<file path="src/rtl/ws_tile_sequencer_if.sv">
// Host/core-facing bundle for ws_tile_sequencer: pass request, core instruction word and status.
// cycle_cnt exists only when WS_SEQ_STATS_EN is defined.
interface ws_tile_sequencer_if #(
  parameter int ADDR_W = 11
);
  logic              start;
  logic [ADDR_W-1:0] w_base;
  logic [ADDR_W-1:0] x_base;
  logic [ADDR_W-1:0] p_base;
  logic [ADDR_W-1:0] n_x;
  logic              ofifo_valid;
  logic [33:0]       inst;
  logic              xw_mode;
  logic [1:0]        pmem_mode;
  logic              busy;
  logic              done;
`ifdef WS_SEQ_STATS_EN
  logic [31:0]       cycle_cnt;

  modport master (
    output start, w_base, x_base, p_base, n_x, ofifo_valid,
    input  inst, xw_mode, pmem_mode, busy, done, cycle_cnt
  );
  modport slave (
    input  start, w_base, x_base, p_base, n_x, ofifo_valid,
    output inst, xw_mode, pmem_mode, busy, done, cycle_cnt
  );
`else
  modport master (
    output start, w_base, x_base, p_base, n_x, ofifo_valid,
    input  inst, xw_mode, pmem_mode, busy, done
  );
  modport slave (
    input  start, w_base, x_base, p_base, n_x, ofifo_valid,
    output inst, xw_mode, pmem_mode, busy, done
  );
`endif
endinterface

</file>
<file path="src/rtl/ws_tile_sequencer.sv">
// Weight-stationary tile sequencer: weight load, kernel load, activation load, execute, OFIFO drain.
// Optional busy-cycle counter on bus.cycle_cnt when WS_SEQ_STATS_EN is defined.
module ws_tile_sequencer #(
  parameter int row    = 8,
  parameter int col    = 8,
  parameter int ADDR_W = 11
) (
  input  logic              clk,
  input  logic              reset,
  ws_tile_sequencer_if.slave bus
);
  localparam int CW = ADDR_W + 1;
  localparam logic [33:0]   IDLE_W = 34'h1_800C_0000;
  localparam logic [CW-1:0] ROW_C  = CW'(row);
  localparam logic [CW-1:0] COL_C  = CW'(col);
  localparam logic [CW-1:0] ONE    = CW'(1);

  typedef enum logic [2:0] {
    S_IDLE, S_WLOAD, S_KLOAD, S_GAP, S_XLOAD, S_EXEC, S_DRAIN, S_DONE
  } state_t;

  state_t            state, state_n;
  logic [CW-1:0]     cnt, rd_cnt, wr_cnt, n_e;
  logic [ADDR_W-1:0] w_b, x_b, p_b, n_q;
  logic [33:0]       inst_d;
  logic              xw_d, busy_d, done_d, rd_d, pw_d;

  assign n_e = {1'b0, n_q};

  // State, per-state cycle counter, captured pass parameters and drain counters.
  always_ff @(posedge clk or posedge reset) begin
    if (reset) begin
      state  <= S_IDLE;
      cnt    <= '0;
      rd_cnt <= '0;
      wr_cnt <= '0;
      w_b    <= '0;
      x_b    <= '0;
      p_b    <= '0;
      n_q    <= '0;
    end else begin
      state <= state_n;
      cnt   <= (state_n != state) ? '0 : cnt + ONE;
      if (state == S_IDLE && bus.start) begin
        w_b <= bus.w_base;
        x_b <= bus.x_base;
        p_b <= bus.p_base;
        n_q <= bus.n_x;
      end
      if (state == S_IDLE) begin
        rd_cnt <= '0;
        wr_cnt <= '0;
      end else begin
        if (rd_d) rd_cnt <= rd_cnt + ONE;
        if (pw_d) wr_cnt <= wr_cnt + ONE;
      end
    end
  end

  always_comb begin
    state_n = state;
    case (state)
      S_IDLE:  if (bus.start) state_n = (bus.n_x == '0) ? S_DONE : S_WLOAD;
      S_WLOAD: if (cnt == COL_C) state_n = S_KLOAD;
      S_KLOAD: if (cnt == ROW_C + COL_C - ONE) state_n = S_GAP;
      S_GAP:   state_n = S_XLOAD;
      S_XLOAD: if (cnt == n_e) state_n = S_EXEC;
      S_EXEC:  if (cnt == n_e + ROW_C + COL_C - ONE) state_n = S_DRAIN;
      S_DRAIN: if (pw_d && wr_cnt == n_e - ONE) state_n = S_DONE;
      S_DONE:  state_n = S_IDLE;
      default: state_n = S_IDLE;
    endcase
  end

  // Next-cycle output image. xmem data returns one cycle after the address,
  // so l0_wr trails the read window by one cycle (the tail cycle carries only l0_wr).
  // One OFIFO read is in flight at a time so ofifo_valid is re-sampled after each pop.
  always_comb begin
    inst_d = IDLE_W;
    xw_d   = 1'b0;
    busy_d = (state != S_IDLE) && (state != S_DONE);
    done_d = (state == S_DONE);
    rd_d   = 1'b0;
    pw_d   = 1'b0;
    case (state)
      S_WLOAD: begin
        xw_d = 1'b1;
        if (cnt < COL_C) begin
          inst_d[19]   = 1'b0;
          inst_d[17:7] = w_b + cnt[ADDR_W-1:0];
        end
        if (cnt != '0) inst_d[2] = 1'b1;
      end
      S_KLOAD: begin
        xw_d      = 1'b1;
        inst_d[0] = 1'b1;
        inst_d[3] = 1'b1;
      end
      S_XLOAD: begin
        if (cnt < n_e) begin
          inst_d[19]   = 1'b0;
          inst_d[17:7] = x_b + cnt[ADDR_W-1:0];
        end
        if (cnt != '0) inst_d[2] = 1'b1;
      end
      S_EXEC: begin
        inst_d[1] = 1'b1;
        inst_d[3] = 1'b1;
      end
      S_DRAIN: begin
        rd_d      = bus.ofifo_valid && !bus.inst[6] && (rd_cnt < n_e);
        pw_d      = bus.inst[6];
        inst_d[6] = rd_d;
        if (pw_d) begin
          inst_d[32]    = 1'b0;
          inst_d[31]    = 1'b0;
          inst_d[30:20] = p_b + wr_cnt[ADDR_W-1:0];
        end
      end
      default: ;
    endcase
  end

  always_ff @(posedge clk or posedge reset) begin
    if (reset) begin
      bus.inst      <= IDLE_W;
      bus.xw_mode   <= 1'b0;
      bus.pmem_mode <= 2'b00;
      bus.busy      <= 1'b0;
      bus.done      <= 1'b0;
    end else begin
      bus.inst      <= inst_d;
      bus.xw_mode   <= xw_d;
      bus.pmem_mode <= 2'b00;
      bus.busy      <= busy_d;
      bus.done      <= done_d;
    end
  end

`ifdef WS_SEQ_STATS_EN
  always_ff @(posedge clk or posedge reset) begin
    if (reset)
      bus.cycle_cnt <= '0;
    else if (state == S_IDLE && bus.start)
      bus.cycle_cnt <= '0;
    else if (bus.busy && bus.cycle_cnt != 32'hFFFF_FFFF)
      bus.cycle_cnt <= bus.cycle_cnt + 32'd1;
  end
`endif

endmodule

</file>
<file path="src/flat_wrapper.sv">
// flat-port wrapper written by rule: the top's interface ports become plain ports
module ws_tile_sequencer_flat 
#(
  parameter int row    = 8,
  parameter int col    = 8,
  parameter int ADDR_W = 11
)
  (clk, reset, bus_start, bus_w_base, bus_x_base, bus_p_base, bus_n_x, bus_ofifo_valid, bus_inst, bus_xw_mode, bus_pmem_mode, bus_busy, bus_done);
  ws_tile_sequencer_if #(.ADDR_W(ADDR_W)) bus_i ();
  input  logic clk;
  input  logic reset;
  input wire logic [$bits(bus_i.start)-1:0] bus_start;
  input wire logic [$bits(bus_i.w_base)-1:0] bus_w_base;
  input wire logic [$bits(bus_i.x_base)-1:0] bus_x_base;
  input wire logic [$bits(bus_i.p_base)-1:0] bus_p_base;
  input wire logic [$bits(bus_i.n_x)-1:0] bus_n_x;
  input wire logic [$bits(bus_i.ofifo_valid)-1:0] bus_ofifo_valid;
  output wire logic [$bits(bus_i.inst)-1:0] bus_inst;
  output wire logic [$bits(bus_i.xw_mode)-1:0] bus_xw_mode;
  output wire logic [$bits(bus_i.pmem_mode)-1:0] bus_pmem_mode;
  output wire logic [$bits(bus_i.busy)-1:0] bus_busy;
  output wire logic [$bits(bus_i.done)-1:0] bus_done;
  assign bus_i.start = bus_start;
  assign bus_i.w_base = bus_w_base;
  assign bus_i.x_base = bus_x_base;
  assign bus_i.p_base = bus_p_base;
  assign bus_i.n_x = bus_n_x;
  assign bus_i.ofifo_valid = bus_ofifo_valid;
  assign bus_inst = bus_i.inst;
  assign bus_xw_mode = bus_i.xw_mode;
  assign bus_pmem_mode = bus_i.pmem_mode;
  assign bus_busy = bus_i.busy;
  assign bus_done = bus_i.done;
  ws_tile_sequencer #(.row(row), .col(col), .ADDR_W(ADDR_W)) u_core (.clk(clk), .reset(reset), .bus(bus_i));
endmodule
</file>
<file path="config.mk">
export PLATFORM = sky130hd
export DESIGN_NAME = ws_tile_sequencer_flat
export DESIGN_NICKNAME = d
export VERILOG_FILES = /design/src/rtl/ws_tile_sequencer_if.sv /design/src/rtl/ws_tile_sequencer.sv /design/src/flat_wrapper.sv
export SDC_FILE = /design/constraint.sdc
export NUM_CORES = 1
export LEC_CHECK = 0
export BUFFER_PORTS_ARGS = -buffer_cell sky130_fd_sc_hd__buf_2
export CORE_MARGIN = 1.5
export CORE_UTILIZATION = 59
export CTS_CLUSTER_DIAMETER = 50
export DETAILED_ROUTE_END_ITERATION = 16
export GPL_TIMING_DRIVEN = 1
export PLACE_DENSITY = 0.91
export SLEW_MARGIN = 5
export SYNTH_ARGS = -nofsm -noshare
export SYNTH_HDL_FRONTEND = slang
export SYNTH_SLANG_ARGS = --single-unit
</file>
<file path="constraint.sdc">
create_clock -name clk -period 3.99 [get_ports clk]
set_clock_uncertainty 0.05 [all_clocks]
set_input_delay 0.399 -clock clk [delete_from_list [all_inputs] [get_ports clk]]
set_output_delay 0.399 -clock clk [all_outputs]
set_load 0.02 [all_outputs]
</file>
==> summary.txt, run 1 <==
Yosys
  – Top-count cell post-synth: dfrtp_1
  – Most frequent cells after synthesis: dfrtp_1, ha_1, nand2_1
  – Top post-synthesis cells by area: dfrtp_1, ha_1, mux2_2
  – Syn avg cell area: 10.1 um2
  – Synth area leader: dfrtp_1
  – Main synth FF type: dfrtp_1
  – Async SR Flop Fraction: 100%
  – Yosys cell types: 68
  – Yosys top cell area share: 38.8%
  – Synthesized instance count: 725
  – Mapped Area: 7290 um2
  – Post-synthesis sequential area ratio: 39.5%
  – Post-synth EDFFs: 0
  – YS warnings: 0
  – Yosys reg bits: 115

Clock network
  – Clk sinks: 115
  – Post-CTS Resized: 0
  – CTS buffer count: 17
  – TritonCTS clock tree: done
  – Clock Latency Late Sink: 0.43 ns
  – Clock transition at path regs: 0.06 ns
  – H-tree Lvls: 4
  – Clock Tree Buf Depth: 2
  – CTS root buf: clkbuf_16

STA
  – Worst slew pin tran: 1.07 ns
  – Hold_ws: 0.152 ns
  – Slew margin rel.: 28.4%
  – Final setup fails: 0
  – Final setup TNS: 0 ns
  – Final hold viol count: 0
  – Fin crit period: 3.45 ns
  – Fin crit share: 86.5%
  – Max Clk Rate: 290 MHz
  – Max-slew violations: 0
  – RSZ-0062 raised after global routing: no

Job
  – Maximum Capacitance Violations: 0

Placement
  – Post-Place Cell Area: 7680 um2
  – Dpl cells: 924
  – # port buffers: 80
  – Routability cong.: 0.939
  – DP HPWL: 11.7 mm

GRT
  – First-pass GRT wire length: 27.4 mm
  – Largest net degree at the start of global routing: 57
  – Total track usage: 27.2%
  – Remaining Overflow, GRT: 0
  – Initial antenna violation count: 0
  – Vias in the first global route: 5625

Floorplan
  – Core area: 12000 um2
  – Die height: 114 um
  – Initial Utilization: 60.7%
  – Die W: 114 um
  – Die area: 13000 um2
  – Std-Cell Rows: 40
  – I/O pin count: 87

Final layout
  – ANT cells: 0
  – Synthesis-to-finish area growth: 14.0%
  – Layout net count: 904
  – Share of cells above drive strength 1: 21.9%
  – Non-Filler Instances: 956
  – Final instance area: 8310 um2
  – Finished Core Util: 69.2%

Power
  – Power per cell area: 428 nW/um2
  – VDD IR max: 0.296 mV
  – Leakage: 4.24 nW

Critical path
  – Max incr delay on CP: 0.80 ns
  – Crit-path max FO: 12
  – CP cell instances: inv_1, ha_1, nor3b_1, buf_4, o21a_1, or3b_2, a21oi_1, o2111ai_2, a211oi_2, nor4_1
  – R2R cell count: 10
  – Startpoint types: flip-flop
  – Slowest CP cell: a211oi_2
  – Worst Path Required: 4.20 ns
  – CP Class: flip-flop to flip-flop
  – Critical path capture point type: flip-flop
  – CP arrival: 3.66 ns
  – Internal reg-to-reg setup slack: 0.54 ns

Detailed routing
  – Starting DRT DRC Count: 385
  – Routed wire length: 16.8 mm
  – Pre-antenna DRT Iters: 5
  – DR WL/cell: 17.6 um
  – DR vias: 5929
  – DR vias/cell: 6.20
  – DRC errors left: 0
  – Final ANT Viol Nets: 0

Hold path
  – Hold Path Class: input pin to flip-flop
  – Worst Hold Depth: 2

Status
  – Status: finished, final reports clean
-- flip-flops by register name, indices dropped and copies added (netlist names) --
| register | cells |
|---|---|
| u_core.rd_cnt | 12 |
| u_core.bus.done | 1 |
| u_core.bus.busy | 1 |
| u_core.bus.xw_mode | 1 |
| u_core.p_b | 11 |
| u_core.n_q | 11 |
| u_core.w_b | 11 |
| u_core.bus.inst | 29 |
| u_core.x_b | 11 |
| u_core.state | 3 |
| u_core.wr_cnt | 12 |
| u_core.cnt | 12 |
-- path summary, 6_finish.rpt --
path	start	endpoint
worst min-delay path	bus_w_base[8]	u_core.w_b[8]
worst min register to register	u_core.x_b[6]	u_core.x_b[6]
worst max-delay path	u_core.n_q[0]	u_core.cnt[9]
max in group asynchronous	reset	u_core.n_q[3]
worst max register to register	u_core.n_q[0]	u_core.cnt[9]
min in group asynchronous	reset	u_core.x_b[5]
-- layer usage --
metal  vias up  share of wire (%)  GRT usage (%)  routed length [um]
li1       2760                  -              -                   -
met1      2857                 42           34.8                7010
met2       262                 48           44.1                8120
met3        50                6.4           4.92                1070
met4         0                3.5           14.8                 584
met5         -                  0              0                   0
-- power by group --
part | internal (W) | total, W | switching (W)
Clock | 0.00104 | 0.00157 | 0.000532
Sequential | 0.00128 | 0.00143 | 0.000157
Combinational | 0.000229 | 0.000552 | 0.000323
-- per-stage QoR --
step | setup slack, ns | total power, W
floorplan | 0.500 | 0.00183
global placement | 0.796 | 0.00196
detailed placement | 0.633 | 0.00199
CTS | 0.593 | 0.00356
global route | 0.308 | 0.00371
finish | 0.538 | 0.00356
-- cells in the final DEF, fill, tap and decap left out, types with 5 or more instances in the layout --
| master | Yosys | final |
|---|---|---|
| a21oi_1 | 43 | 43 |
| nand3_1 | 16 | 16 |
| mux2i_1 | 5 | 5 |
| xor2_1 | 31 | 31 |
| or2_2 | 5 | 5 |
| o21a_1 | 6 | 6 |
| nand2_1 | 49 | 49 |
| conb_1 | 2 | 6 |
| a211oi_1 | 7 | 7 |
| nand4_1 | 17 | 17 |
| nand2b_1 | 7 | 7 |
| or3_1 | 9 | 9 |
| nor3_1 | 11 | 10 |
| mux2_2 | 34 | 34 |
| o21ai_0 | 35 | 35 |
| clkbuf_16 | 0 | 17 |
| a21o_1 | 19 | 19 |
| a2111o_1 | 6 | 6 |
| ha_1 | 56 | 56 |
| nor2_1 | 41 | 41 |
| inv_1 | 25 | 24 |
| buf_2 | 1 | 80 |
| buf_4 | 8 | 8 |
| a22o_1 | 10 | 10 |
| dfrtp_1 | 113 | 113 |
| xnor2_1 | 37 | 37 |
| nor2b_1 | 6 | 6 |
| and3_1 | 10 | 10 |
| nor4_1 | 24 | 23 |
-- final cells by class --
class	count	area, um2
fill	864	3700
inverter	26	100
multi-input combinational	548	4060
sequential	115	2880
clock inverter	9	128
tap	147	184
clock buffer	22	484
timing repair buffer	89	470
-- critical path, delay by kind of cell, from the launching register on --
kind                       cells  cell delay, ns
AOI/OAI and AO/OA              4            1.35
adders and majority gates      1            0.29
buffers and inverters          2            0.29
DFF                            1            0.55
and+or+nand+nor                3            0.76
-- what timing repair did --
| action | CTS | global route |
|---|---|---|
| setup buffers | 0 | 0 |
| hold buffers | 1 | 0 |
| endpoints found under the setup margin | 0 | 0 |
| hold endpoints to repair | 29 | 0 |
-- cells by family (layout without fill, tap and decap cells) --
kind of cell    Yosys count  count (layout)  synth area share (%)
fa+ha+maj                59              59                  10.4
mux                      39              39                  5.94
xor+xnor                 68              68                  8.17
flops                   115             115                  39.5
other cells               2               6                 0.103
simple gates            220             220                  16.1
compound gates          156             156                  14.6
buf+inv                  66             146                  5.17
No activity file was read; power rests on OpenSTA's default activity.
==> run 2: changes to the inputs <==
--- a/config.mk
+++ b/config.mk
@@ -5,13 +5,14 @@
 export SDC_FILE = /design/constraint.sdc
 export NUM_CORES = 1
 export LEC_CHECK = 0
+export ABC_AREA = 1
 export BUFFER_PORTS_ARGS = -buffer_cell sky130_fd_sc_hd__buf_2
 export CORE_MARGIN = 1.5
-export CORE_UTILIZATION = 59
+export CORE_UTILIZATION = 60
 export CTS_CLUSTER_DIAMETER = 50
 export DETAILED_ROUTE_END_ITERATION = 16
-export GPL_TIMING_DRIVEN = 1
-export PLACE_DENSITY = 0.91
+export GPL_TIMING_DRIVEN = 0
+export PLACE_DENSITY = 0.92
 export SLEW_MARGIN = 5
 export SYNTH_ARGS = -nofsm -noshare
 export SYNTH_HDL_FRONTEND = slang
==> summary.txt, run 2 <==
Detailed routing
  – DR vias: 7094
  – Pre-antenna DRT Iters: 7
  – Routed wire length: 19.2 mm
  – DRC errors left: 0
  – DR vias/cell: 5.63
  – Starting DRT DRC Count: 589
  – Final ANT Viol Nets: 0
  – DR WL/cell: 15.2 um

Power
  – Total net switching power: 0.00244 W
  – Gate power share: 42.8%
  – Tot Pwr: 0.00585 W
  – Power per cell area: 665 nW/um2
  – Sw frac: 41.8%
  – Sequential power share: 29.4%
  – Leakage: 4.50 nW
  – VDD IR max: 0.561 mV
  – Clk pwr share: 27.8%
  – Pint: 0.00341 W

Yosys
  – Most frequent cells after synthesis: nand2_1, dfrtp_1, inv_1
  – Yosys reg bits: 115
  – Syn avg cell area: 7.70 um2
  – Top post-synthesis cells by area: dfrtp_1, nand2_1, ha_1
  – Async SR Flop Fraction: 100%
  – YS warnings: 0
  – Post-synthesis sequential area ratio: 38.4%
  – Top-count cell post-synth: nand2_1
  – Synth area leader: dfrtp_1
  – Main synth FF type: dfrtp_1
  – Mapped Area: 7500 um2
  – Yosys top cell area share: 37.7%
  – Post-synth EDFFs: 0
  – Yosys cell types: 47
  – Synthesized instance count: 974

STA
  – Fin crit share: 68.8%
  – Fin crit period: 2.75 ns
  – Max-slew violations: 0
  – Final setup fails: 0
  – Slew margin rel.: 57.4%
  – Worst slew pin tran: 0.639 ns
  – Final hold viol count: 0
  – RSZ-0062 raised after global routing: no
  – Max Clk Rate: 364 MHz

Final layout
  – Commonest non-fill, non-tap cells in the layout: nand2_1, dfrtp_1, buf_2
  – Multi-input logic area: 4110 um2
  – Finished Core Util: 72.7%
  – Synthesis-to-finish area growth: 17.4%
  – Share of cells above drive strength 1: 15.9%
  – Register area: 2880 um2
  – Layout net count: 1186
  – Top reg by flops: u_core.bus.inst
  – Fill cell count: 940
  – ANT cells: 0
  – Final instance area: 8800 um2
  – Commonest non-fill, non-tap cell in the layout: nand2_1
  – Largest register FFs: 29

Clock network
  – Clk sinks: 115
  – CTS buffer count: 17
  – Clock transition at path regs: 0.06 ns
  – H-tree Lvls: 4
  – Clock Latency Late Sink: 0.43 ns
  – Clock Tree Buf Depth: 2
  – Cts hold-fix bufs: 1
  – Post-CTS Resized: 0
  – Postcts setup bufs: 0
  – CTS root buf: clkbuf_16
  – TritonCTS clock tree: done

Critical path
  – Crit-path max FO: 10
  – Slowest CP cell: dfrtp_1
  – CP Class: flip-flop to flip-flop
  – Most frequent cell on the critical path: nand2_1
  – Startpoint types: flip-flop
  – Critical path capture point type: flip-flop
  – Crit path max-delay family: simple AND/OR/NAND/NOR gates
  – Buf+Inv Stages, Crit Path: 2
  – Max incr delay on CP: 0.45 ns
  – CP arrival: 3.05 ns
  – Worst Path Required: 4.29 ns
  – CP cell instances: inv_1, ha_1, nand2_1, nand2_1, nand2_1, nand2_1, nand3_1, nor3_1, nand3_1, nor2_1, nor2_2, nand3_2, nand2_2, buf_6, a21oi_2

GRT
  – M2 GR Usage: 51.5%
  – GRT Max-Usage Layer: met2
  – Total track usage: 31.3%
  – Remaining Overflow, GRT: 0
  – M3 GR Usage: 7.33%
  – Vias in the first global route: 6842
  – Met1 Usage GRT: 38.7%
  – Largest net degree at the start of global routing: 78
  – Initial antenna violation count: 0
  – First-pass GRT wire length: 32.0 mm

Placement
  – # port buffers: 80
  – Routability cong.: 0.942
  – DP HPWL: 13.9 mm
  – Post-Place Cell Area: 8160 um2

Floorplan
  – I/O pin count: 87
  – Die W: 115 um
  – Initial Utilization: 61.9%
  – Core area: 12100 um2
  – Die height: 115 um
  – Die area: 13200 um2
  – Std-Cell Rows: 40

Job
  – Maximum Capacitance Violations: 0

Status
  – Status: finished, final reports clean

Hold path
  – Hold Path Class: input pin to flip-flop
[run 2: cell types whose count changed in the layout (fill, tap and decap cells not counted), sizes merged, moves of 34 or more]
cell,delta
a21oi,+34
inv,+67
mux2,-34
nand2,+228
nand3,+53
nor2,+45
[run 2: worst reg2reg max path: stages, from the launching register on]
cell     delay, ns
dfrtp_1       0.45
inv_1         0.25
ha_1          0.38
nand2_1       0.14
nand2_1       0.10
nand2_1       0.05
nand2_1       0.06
nand3_1       0.08
nor3_1        0.16
nand3_1       0.09
nor2_1        0.26
nor2_2        0.11
nand3_2       0.10
nand2_2       0.08
buf_6         0.17
a21oi_2       0.12
[run 2: power by group through the flow]
stage | Clock (W) | Sequential [W] | Combinational (W)
3_3_place_gp | 0 | 0.00172 | 0.00236
2_1_floorplan | 0 | 0.00175 | 0.00177
5_1_grt | 0.00169 | 0.00176 | 0.00282
3_5_place_dp | 0 | 0.00172 | 0.00243
6_report | 0.00162 | 0.00172 | 0.00251
4_1_cts | 0.00163 | 0.00172 | 0.00247
[run 2: final cells by class]
type	count	area share (%)
Tap cell	168	2.39
Timing Repair Buffer	82	4.98
Multi-Input combinational cell	740	46.7
Inverter	93	4.02
Clock buffer	24	5.81
Clock inverter	8	1.38
Buffer	30	1.95
Sequential cell	115	32.7
[run 2: path summary, 6_finish.rpt]
check                      cells after the start  slack (ns)           from                   to
min                                            3        0.11  bus_p_base[7]        u_core.p_b[7]
min reg2reg                                    2        0.44  u_core.w_b[8]        u_core.w_b[8]
max                                           15        1.24  u_core.n_q[0]       u_core.cnt[10]
max in group asynchronous                      4        2.69          reset  u_core.bus.inst[31]
min in group asynchronous                      3        0.48          reset      u_core.state[1]
max reg2reg                                   15        1.24  u_core.n_q[0]       u_core.cnt[10]
[run 2: per-layer routing]
| metal | part of all wire (%) | vias to the layer above |
|---|---|---|
| met4 | 4.2 | 0 |
| li1 | - | 3441 |
| met5 | 0 | - |
| met1 | 41 | 3277 |
| met2 | 47 | 316 |
| met3 | 7.2 | 60 |
[run 2: through the flow]
stage / std cells / TNS, ns / hold WS (ns) / worst slack (ns)
after CTS: 1260 / 0 / 0.107 / 1.32
after detailed placement: 1227 / 0 / 0.380 / 1.37
after global placement: 1226 / -79.24 / 0.420 / -0.711
final: 1260 / 0 / 0.113 / 1.24
after floorplan: 978 / 0 / 0.405 / 0.500
after global routing: 1260 / 0 / 0.118 / 1.02
[run 2: kinds of logic after synthesis]
logic type,count (synthesis),share of synthesized area (%)
and+or+nand+nor,478,27.6
other,2,0.100
DFF,115,38.4
adders and majority gates,59,10.1
xor gates and xnor gates,36,4.39
buffers and inverters,123,6.94
AOI/OAI and AO/OA,161,12.4
